**src/rtl/rotary_param_pkg.sv**
```systemverilog
// Shared types and default constants for the rotary parameter sequencer.
package rotary_param_pkg;

  localparam int unsigned DefNumParams   = 8;
  localparam int unsigned DefValW        = 15;
  localparam int unsigned DefMaxVal      = 16383;
  localparam int unsigned DefDefaultVal  = 8192;
  localparam int unsigned DefCoarseShift = 5;
  localparam int unsigned DefHoldCycles  = 25000000;
  localparam int unsigned AccelShift     = 3;

  typedef enum logic [1:0] {
    StIdle  = 2'd0,
    StCalc  = 2'd1,
    StWrite = 2'd2
  } state_e;

  typedef enum logic [1:0] {
    EvNone    = 2'd0,
    EvStep    = 2'd1,
    EvSelect  = 2'd2,
    EvDefault = 2'd3
  } ev_type_e;

  typedef struct packed {
    ev_type_e kind;
    logic     left;
    logic     coarse;
    logic     accel;
  } event_t;

endpackage

```
**src/rtl/press_hold_detect.sv**
```systemverilog
// Turns the synchronized push level into a press-edge pulse and a single long-hold pulse.
module press_hold_detect #(
  parameter int unsigned HoldCycles = 25000000
) (
  input  logic clk_i,
  input  logic rst_ni,
  input  logic press_i,
  output logic select_o,
  output logic default_o
);

  localparam int unsigned CntW = $clog2(HoldCycles + 1);
  localparam logic [CntW-1:0] HoldMax  = CntW'(HoldCycles);
  localparam logic [CntW-1:0] HoldLast = CntW'(HoldCycles - 1);

  logic            press_q;
  logic [CntW-1:0] cnt_q, cnt_d;

  // Counter parks at HoldMax so a long hold yields one pulse until release.
  always_comb begin
    cnt_d = cnt_q;
    if (!press_i) begin
      cnt_d = '0;
    end else if (cnt_q != HoldMax) begin
      cnt_d = cnt_q + CntW'(1);
    end
  end

  assign select_o  = press_i & ~press_q;
  assign default_o = press_i & (cnt_q == HoldLast);

  always_ff @(posedge clk_i or negedge rst_ni) begin
    if (!rst_ni) begin
      press_q <= 1'b0;
      cnt_q   <= '0;
    end else begin
      press_q <= press_i;
      cnt_q   <= cnt_d;
    end
  end

endmodule

```
**src/rtl/rotary_param_sequencer.sv**
```systemverilog
// Rotary-encoder driven parameter editor with saturating slots and a write handshake.
// Optional PARAM_ACCEL_EN: steps closer than 2^16 cycles apart get an 8x step size.
module rotary_param_sequencer
  import rotary_param_pkg::*;
#(
  parameter int unsigned NUM_PARAMS   = DefNumParams,
  parameter int unsigned VAL_W        = DefValW,
  parameter int unsigned MAX_VAL      = DefMaxVal,
  parameter int unsigned DEFAULT_VAL  = DefDefaultVal,
  parameter int unsigned COARSE_SHIFT = DefCoarseShift,
  parameter int unsigned HOLD_CYCLES  = DefHoldCycles
) (
  input  logic                          clk,
  input  logic                          rst_n,
  input  logic                          enc_step,
  input  logic                          enc_left,
  input  logic                          enc_press,
  input  logic                          coarse,
  output logic [$clog2(NUM_PARAMS)-1:0] sel_out,
  output logic [VAL_W-1:0]              val_out,
  output logic                          wr_valid,
  output logic [$clog2(NUM_PARAMS)-1:0] wr_addr,
  output logic [VAL_W-1:0]              wr_data,
  input  logic                          wr_ready,
  output logic                          overflow,
  input  logic                          overflow_clr
);

  localparam int unsigned SelW  = $clog2(NUM_PARAMS);
  localparam int unsigned CalcW = VAL_W + 1;
  localparam logic [CalcW-1:0] MaxCalc = CalcW'(MAX_VAL);
  localparam logic [VAL_W-1:0] DefVal  = VAL_W'(DEFAULT_VAL);
  localparam logic [SelW-1:0]  LastSel = SelW'(NUM_PARAMS - 1);

  state_e          state_q, state_d;
  logic [SelW-1:0] sel_q, sel_d;
  logic [VAL_W-1:0] val_q, val_d;
  logic [VAL_W-1:0] slots_q [NUM_PARAMS];
  logic [VAL_W-1:0] slots_d [NUM_PARAMS];
  event_t          cur_q, cur_d, pend_q, pend_d, in_ev;
  logic            pend_valid_q, pend_valid_d;
  logic            wr_valid_q, wr_valid_d;
  logic [SelW-1:0] wr_addr_q, wr_addr_d;
  logic [VAL_W-1:0] wr_data_q, wr_data_d;
  logic            overflow_q, overflow_d;
  logic            sel_pulse, def_pulse, in_valid, multi_drop, drop, accel_hit;
  logic [CalcW-1:0] delta, slot_ext, sum, step_val;
  logic [VAL_W-1:0] new_val;

  press_hold_detect #(
    .HoldCycles(HOLD_CYCLES)
  ) u_press (
    .clk_i    (clk),
    .rst_ni   (rst_n),
    .press_i  (enc_press),
    .select_o (sel_pulse),
    .default_o(def_pulse)
  );

`ifdef PARAM_ACCEL_EN
  logic [16:0] gap_q, gap_d;
  logic        seen_q, seen_d;

  // gap_q[16] marks that 2^16 cycles have elapsed since the last step.
  always_comb begin
    gap_d  = gap_q;
    seen_d = seen_q;
    if (enc_step) begin
      gap_d  = '0;
      seen_d = 1'b1;
    end else if (!gap_q[16]) begin
      gap_d = gap_q + 17'd1;
    end
  end

  assign accel_hit = seen_q & ~gap_q[16];

  always_ff @(posedge clk or negedge rst_n) begin
    if (!rst_n) begin
      gap_q  <= '0;
      seen_q <= 1'b0;
    end else begin
      gap_q  <= gap_d;
      seen_q <= seen_d;
    end
  end
`else
  assign accel_hit = 1'b0;
`endif

  always_comb begin
    in_ev = '0;
    if (def_pulse) begin
      in_ev.kind = EvDefault;
    end else if (sel_pulse) begin
      in_ev.kind = EvSelect;
    end else if (enc_step) begin
      in_ev.kind   = EvStep;
      in_ev.left   = enc_left;
      in_ev.coarse = coarse;
      in_ev.accel  = accel_hit;
    end
  end

  assign in_valid   = def_pulse | sel_pulse | enc_step;
  assign multi_drop = (def_pulse & (sel_pulse | enc_step)) | (sel_pulse & enc_step);

  // Saturating step arithmetic on the selected slot, one bit wider than a slot.
  always_comb begin
    delta = cur_q.coarse ? (CalcW'(1) << COARSE_SHIFT) : CalcW'(1);
    if (cur_q.accel) begin
      delta = delta << AccelShift;
    end
    slot_ext = {1'b0, slots_q[sel_q]};
    sum      = slot_ext + delta;
    if (cur_q.left) begin
      step_val = (delta > slot_ext) ? '0 : (slot_ext - delta);
    end else begin
      step_val = (sum > MaxCalc) ? MaxCalc : sum;
    end
    new_val = (cur_q.kind == EvDefault) ? DefVal : step_val[VAL_W-1:0];
  end

  always_comb begin
    state_d      = state_q;
    sel_d        = sel_q;
    slots_d      = slots_q;
    cur_d        = cur_q;
    pend_d       = pend_q;
    pend_valid_d = pend_valid_q;
    wr_valid_d   = wr_valid_q;
    wr_addr_d    = wr_addr_q;
    wr_data_d    = wr_data_q;
    drop         = multi_drop;

    unique case (state_q)
      StIdle: begin
        if (pend_valid_q) begin
          cur_d        = pend_q;
          state_d      = StCalc;
          pend_d       = in_ev;
          pend_valid_d = in_valid;
        end else if (in_valid) begin
          cur_d   = in_ev;
          state_d = StCalc;
        end
      end
      StCalc: begin
        if (cur_q.kind == EvSelect) begin
          sel_d   = (sel_q == LastSel) ? '0 : (sel_q + SelW'(1));
          state_d = StIdle;
        end else begin
          slots_d[sel_q] = new_val;
          wr_valid_d     = 1'b1;
          wr_addr_d      = sel_q;
          wr_data_d      = new_val;
          state_d        = StWrite;
        end
      end
      StWrite: begin
        if (wr_ready) begin
          wr_valid_d = 1'b0;
          state_d    = StIdle;
        end
      end
      default: state_d = StIdle;
    endcase

    if (state_q != StIdle && in_valid) begin
      if (pend_valid_q) begin
        drop = 1'b1;
      end else begin
        pend_d       = in_ev;
        pend_valid_d = 1'b1;
      end
    end

    val_d      = slots_d[sel_d];
    overflow_d = drop ? 1'b1 : (overflow_clr ? 1'b0 : overflow_q);
  end

  always_ff @(posedge clk or negedge rst_n) begin
    if (!rst_n) begin
      state_q      <= StIdle;
      sel_q        <= '0;
      val_q        <= DefVal;
      for (int unsigned i = 0; i < NUM_PARAMS; i++) begin
        slots_q[i] <= DefVal;
      end
      cur_q        <= '0;
      pend_q       <= '0;
      pend_valid_q <= 1'b0;
      wr_valid_q   <= 1'b0;
      wr_addr_q    <= '0;
      wr_data_q    <= '0;
      overflow_q   <= 1'b0;
    end else begin
      state_q      <= state_d;
      sel_q        <= sel_d;
      val_q        <= val_d;
      slots_q      <= slots_d;
      cur_q        <= cur_d;
      pend_q       <= pend_d;
      pend_valid_q <= pend_valid_d;
      wr_valid_q   <= wr_valid_d;
      wr_addr_q    <= wr_addr_d;
      wr_data_q    <= wr_data_d;
      overflow_q   <= overflow_d;
    end
  end

  assign sel_out  = sel_q;
  assign val_out  = val_q;
  assign wr_valid = wr_valid_q;
  assign wr_addr  = wr_addr_q;
  assign wr_data  = wr_data_q;
  assign overflow = overflow_q;

endmodule

```
**config.mk**
```make
export PLATFORM = sky130hd
export DESIGN_NAME = rotary_param_sequencer
export DESIGN_NICKNAME = d
export VERILOG_FILES = /design/src/rtl/rotary_param_pkg.sv /design/src/rtl/press_hold_detect.sv /design/src/rtl/rotary_param_sequencer.sv
export SDC_FILE = /design/constraint.sdc
export NUM_CORES = 1
export LEC_CHECK = 0
export CAP_MARGIN = 20
export CORE_ASPECT_RATIO = 0.6
export CORE_UTILIZATION = 25
export DETAILED_ROUTE_END_ITERATION = 12
export SLEW_MARGIN = 20
export SYNTH_ARGS = -nofsm -noshare
export SYNTH_HDL_FRONTEND = slang
export SYNTH_SLANG_ARGS = --single-unit
```
**constraint.sdc**
```tcl
create_clock -name clk -period 4.6 [get_ports clk]
set_input_delay 0.92 -clock clk [delete_from_list [all_inputs] [get_ports clk]]
set_output_delay 0.92 -clock clk [all_outputs]
set_load 0.03 [all_outputs]
```
* Word-level counts from Yosys, hierarchy flattened
Index checks and enable logic that the tools add are counted.
** Storage, ports and cells
- Flip-flop bits (word level) :: 197
- Input bits :: 8
- Output and inout port bits :: 38
- Word-level logic and storage cells :: 118
** Cells by class
- $add $sub $neg :: 4
- Order comparisons :: 5
- Equality and inequality tests :: 11
- Mux-type cells :: 49
- Bitwise operators :: 12
- Reductions and logical operators :: 11
** Operators with widths (number)
- $mux 120 :: 2
- $mux 15 :: 9
- $bwmux 120 :: 1
- $bmux 15 s3 :: 2
- $mux 25 :: 2
- $demux 15 s3 :: 1
- $mux 5 :: 6
- $add 25x1->25 const B :: 1
- $eq 25x25->1 const B :: 1
- $ne 25x25->1 const B :: 1
- $add 15x9->16 :: 1
- $gt 16x14->1 const B :: 1
- $gt 16x15->1 :: 1
- $mux 3 :: 5
- $sub 15x9->15 :: 1
- $mux 2 :: 6
- $mux 1 :: 10
- $mux 9 :: 1
- $ge 4x4->1 const B :: 2
- $not 3->4 :: 2
- $reduce_bool 2->1 :: 4
- $eq 2x2->1 const B :: 3
- $mux 6 :: 1
- $pmux 2 s3 :: 1
- 16 further kinds :: 27

* Depth between registers and ports, before layout
- Depth in word-level cells :: 15
- Depth in mapped cells :: 22
- Mapped depth without buffers :: 17

* Modules after synthesis
A second synthesis with hierarchy kept.
** Unflattened totals
- Cell total of the unflattened synthesis :: 1277
- Area total of the unflattened synthesis :: 11468.5 µm²
** By module, submodules not included
- rotary_param_sequencer :: instances 1, cells an instance 1135, area an instance 10069.7 µm², sequential area each 4290.4 µm²
- press_hold_detect :: instances 1, cells an instance 142, area an instance 1398.8 µm², sequential area each 650.6 µm²

* Least setup slack after synthesis
OpenSTA, ideal clock, no wires.
- Path type :: reg-to-reg
- Start :: reg sel_q[0] (netlist: sel_out[0])
- End :: reg val_q[8] (netlist: val_out[8])
- Arrival :: 4.704 ns
- Data required time :: 4.466 ns
- Slack :: -0.238 ns
- Stages on the path, launching flop included :: 22
- Path buffers :: 6
- Clock period less this slack :: 4.838 ns
- Cells stage by stage :: dfrtp_1 -> buf_6 -> buf_6 -> buf_4 -> clkbuf_1 -> clkbuf_1 -> and3_1 -> o21ai_0 -> o211a_1 -> ha_1 -> clkbuf_1 -> inv_1 -> nand2_1 -> o31ai_1 -> nand3_1 -> a2111oi_4 -> o21ai_2 -> o21ai_1 -> a21oi_1 -> mux2_2 -> a32o_1 -> nand4b_1
** RTL lines
- from (decl) :: line rotary_param_sequencer.sv:36 : logic [SelW-1:0] sel_q, sel_d;
- from (signal assigned) :: line rotary_param_sequencer.sv:199 : sel_q <= sel_d;
- to (signal assigned) :: line rotary_param_sequencer.sv:186 : val_q <= DefVal;
- to (signal assigned) :: line rotary_param_sequencer.sv:200 : val_q <= val_d;
- to (decl) :: line rotary_param_sequencer.sv:37 : logic [VAL_W-1:0] val_q, val_d;

* Worst setup path after layout
- Start :: reg sel_q[1] (netlist: sel_out[1])
- End :: reg val_q[4] (netlist: val_out[4])
** Between the ends
- Longest elaborated chain between the ends :: 15
- Elaborated cells on any way between the ends :: 29
** RTL lines
- $not 3->4 (not written as such) :: line rotary_param_sequencer.sv:114, rotary_param_sequencer.sv:153
- $bmux 15 s3 :: line rotary_param_sequencer.sv:114 : slot_ext = {1'b0, slots_q[sel_q]};
- $mux 15 (not written as such) (2 in series) :: line rotary_param_sequencer.sv:114
- $add 15x9->16 :: line rotary_param_sequencer.sv:115 : sum = slot_ext + delta;
- $gt 16x14->1 :: line rotary_param_sequencer.sv:119 : step_val = (sum > MaxCalc) ? MaxCalc : sum;
- $mux 15 :: line rotary_param_sequencer.sv:119
- $mux 15 :: line rotary_param_sequencer.sv:116 : if (cur_q.left) begin
- $mux 15 :: line rotary_param_sequencer.sv:121 : new_val = (cur_q.kind == EvDefault) ? DefVal : step_val[VAL_W-1:0];
- $bwmux 120 :: line rotary_param_sequencer.sv:153 : slots_d[sel_q] = new_val;
- $mux 120 :: line rotary_param_sequencer.sv:149 : if (cur_q.kind == EvSelect) begin
- $mux 120 :: line rotary_param_sequencer.sv:136 : unique case (state_q)
- $bmux 15 s3 * :: line rotary_param_sequencer.sv:178 : val_d = slots_d[sel_d];
- $mux 15 (not written as such) * (2 in series) :: line rotary_param_sequencer.sv:178
- net val_d[4] :: line rotary_param_sequencer.sv:37
Mark *: on every way through the listed nets, which the timed path passes. The rest lies on a longest branch. The select of a mux whose other input is x is not followed.
A chain may end at the register's enable or synchronous reset.

==> metrics <==
outcome finished, final reports clean; Syn. warnings 0; clock edge transition at the registers on the reported setup and hold paths 70 ps; Post-synth EDFFs 0; Max FO, Critical Path 17; Tcrit/Tclk final just under 100%; Die W roughly 280 um; Fill cells roughly 4700; clock buffer depth 2; Die Area about 0.046 mm^2; R2R Path End val_out[4]; pwr dens around 850 mW/mm^2; clk sinks 197; Pins Over Slew Limit 0; routed vias/inst roughly 5.3; Slew @ Worst Pin about 1100 ps; post-route DRC violation count 0; P&R area growth vs syn 18.31%; reg2reg start sel_out[1]; worst hold start wr_data[7]; CTS tree done; placed instance count approximately 1900; crit path launch type flop; Clock Skews slightly above 10 ps; port bufs between 40 and 50; Synth Area per Inst about 9 um^2; r2r worst-path depth 14; met3 Track Usage GR under 10%; Max rail drop VDD roughly 390 uV; required time worst endpoint about 4900 ps; vias in the first global route around 9500; grt total ovfl 0; Period minus WS final ~4400 ps; hold-critical path depth 2; Hold Path End wr_data[7]; vias 10040; final setup vio count 0; met2 Track Usage GR a little over a fifth; CP Buf/Inv Count 2; Post-Syn Nets around 1300; endpoint class of the critical path flop; routability cong. ~0.94; Routed WL around 40000 um; max_cap viols 0; achievable frequency 225.1 MHz; FF-to-FF setup slack ~160 ps; Slowest-stage cell, CP dfrtp_2; Critical Path Max Stage Delay 580 ps; layout cell share with drive strength beyond 1 ~16%; sequential area share after synthesis between 40% and 50%; footprint of the multi-input gates about 0.006 mm^2; first-pass GRT wire length 60460 um; crit path cell chain mux4_2 -> mux2i_1 -> inv_1 -> ha_1 -> a211oi_2 -> nand3_1 -> a2111oi_4 -> nor3_4 -> nor4_2 -> buf_4 -> a211oi_1 -> o32a_1 -> o221ai_1 -> nor2_1; die height 167.4 um; Final Instance Count excl. Fillers roughly 1900; Clock Latency Late Sink 460 ps; Hold Path Class reg -> reg; initial antenna violation count 0; Setup CP Type reg -> reg; Starting Density about a quarter; boundary pin count 46; Root Buffer clkbuf_16; flip-flop and latch area about 0.0049 mm^2; Routed wire per std cell 20.98 um; Most Used Layer, Global Route met1; Post-Place Setup Slack 25.73 ps; htree depth 4; largest net degree at the start of global routing just over 90; crit path DAT ~4800 ps; largest cells by area after synthesis dfrtp_1 (41%), nand2_1 (8.1%), o21ai_0 (3.8%); Final ANT Viol Nets 0; M1 GR Usage around 26%; ant diodes 0; Setup WS post-layout 157.5 ps; Synth Instances around 1200; First DRT Iteration DRCs 1166; synthesized cell area ~0.011 mm^2; Synth top area share between 40% and 50%; Leak around 5.7 nW; DP HPWL between 20000 and 30000 um; GRT Resource Usage Total approximately 17%; Top delay family on crit path compound AO/OA/AOI/OAI gates; ys async rst share 100.0%; Yosys top cell by area dfrtp_1; #FFs+latches synth 197; Row Count 60; Final Hold Fails 0; TritonRoute pass-1 iters 7; post-synthesis cell type count 99; core box area around 0.045 mm^2; ys flop type dfrtp_1; CP Depth 14; Slew HR a little over a quarter; cts bufs inserted 17; nets@finish 1330
## cell usage after synthesis, types with 7 or more instances
| library cell | n |
|---|---|
| a211oi_1 | 13 |
| a21oi_1 | 53 |
| a22oi_1 | 7 |
| a31oi_1 | 13 |
| and2_1 | 7 |
| and3_1 | 11 |
| buf_1 | 7 |
| buf_2 | 9 |
| buf_6 | 7 |
| clkbuf_1 | 47 |
| dfrtp_1 | 188 |
| dfstp_2 | 9 |
| ha_1 | 18 |
| inv_1 | 25 |
| mux2_2 | 22 |
| mux2i_1 | 31 |
| mux4_2 | 16 |
| nand2_1 | 247 |
| nand2b_1 | 17 |
| nand3_1 | 42 |
| nor2_1 | 100 |
| nor2b_1 | 9 |
| nor3_1 | 24 |
| nor4_1 | 10 |
| o211ai_1 | 18 |
| o21ai_0 | 87 |
| o21ai_1 | 13 |
| o221ai_1 | 11 |
| or3_1 | 10 |
| xnor2_1 | 12 |
| xor2_1 | 17 |
## what timing repair did
action                     CTS  global route
hold buffers                 0             0
setup endpoints to repair    1            19
pin swaps                    0             3
resized for setup            1            10
buffers inserted             0             4
## cells in the final DEF, fill, tap and decap left out, types with 25 or more instances in the layout
cell type,n
nand3_1,42
a21oi_1,51
clkdlybuf4s50_1,44
o21ai_0,86
buf_4,70
dfrtp_1,185
mux2i_1,30
nand2_1,247
inv_1,25
nor2_1,99
## worst max-delay path by stage
stage,to,slack [ps],startpoint
5_1_grt,val_out[5],-10,sel_out[1]
3_5_place_dp,val_out[8],30,sel_out[1]
2_1_floorplan,val_out[8],40,sel_out[1]
3_3_place_gp,val_out[5],100,sel_out[1]
6_report,val_out[4],160,sel_out[1]
4_1_cts,val_out[3],100,sel_out[1]
## power by group
group          total [mW]  switching (mW)  leakage (nW)  internal, mW
logic                7.07            4.53          2.90          2.54
clock network        1.54           0.717         0.283         0.820
registers            2.79           0.464          2.56          2.33
## layout make-up
type                       count  area share (%)
inverter                      29          0.8073
tap                          589           5.466
timing repair buffer         120           7.944
clock buffer                  18           3.257
sequential                   197           36.67
clock inverter                14           1.114
multi-input combinational    939           44.74
## per-layer routing
layer / vias to the layer above / wire [um]
met3: 63 / 5361
li1: 4543 / -
met4: 0 / 850
met1: 4903 / 18760
met5: - / 0
met2: 534 / 15020
## logic make-up after synthesis
family / share of synthesized area (%)
AO/OA/AOI/OAI: 18.12
AND/OR/NAND/NOR: 20.55
XOR/XNOR: 2.229
multiplexers: 9.245
flip-flops: 43.36
adder cells (fa/ha/maj): 2.064
buffers and inverters: 4.436
## stage by stage
| step | total power [mW] | util [%] | setup TNS [ps] | hold WS (ps) | instance area (um^2) |
|---|---|---|---|---|---|
| global route | 12.03 | 30.03 | -10.72 | 495.1 | 13480 |
| global placement | 9.543 | 28.51 | 0 | 465.3 | 12800 |
| finish | 11.40 | 30.03 | 0 | 476.4 | 13480 |
| floorplan | 7.018 | - | 0 | 446.5 | 11400 |
| detailed placement | 9.529 | 28.51 | 0 | 463.5 | 12800 |
| CTS | 11.10 | 29.83 | 0 | 484.5 | 13390 |
## flip-flops by register name, summed over array words and instances, names as in the netlist, 2 cells and up
signal	count
val_out	15
u_press.cnt_q	25
cur_q	5
state_q	2
pend_q	5
slots_q	120
wr_data	15
wr_addr	3
sel_out	3
## worst register-to-register path, stage by stage, from the launching register on
cell	delay, ps
dfrtp_2	580
mux4_2	550
mux2i_1	360
inv_1	130
ha_1	400
a211oi_2	250
nand3_1	160
a2111oi_4	560
nor3_4	140
nor4_2	310
buf_4	250
a211oi_1	100
o32a_1	360
o221ai_1	90
nor2_1	90
No activity file was read; power rests on OpenSTA's default activity.
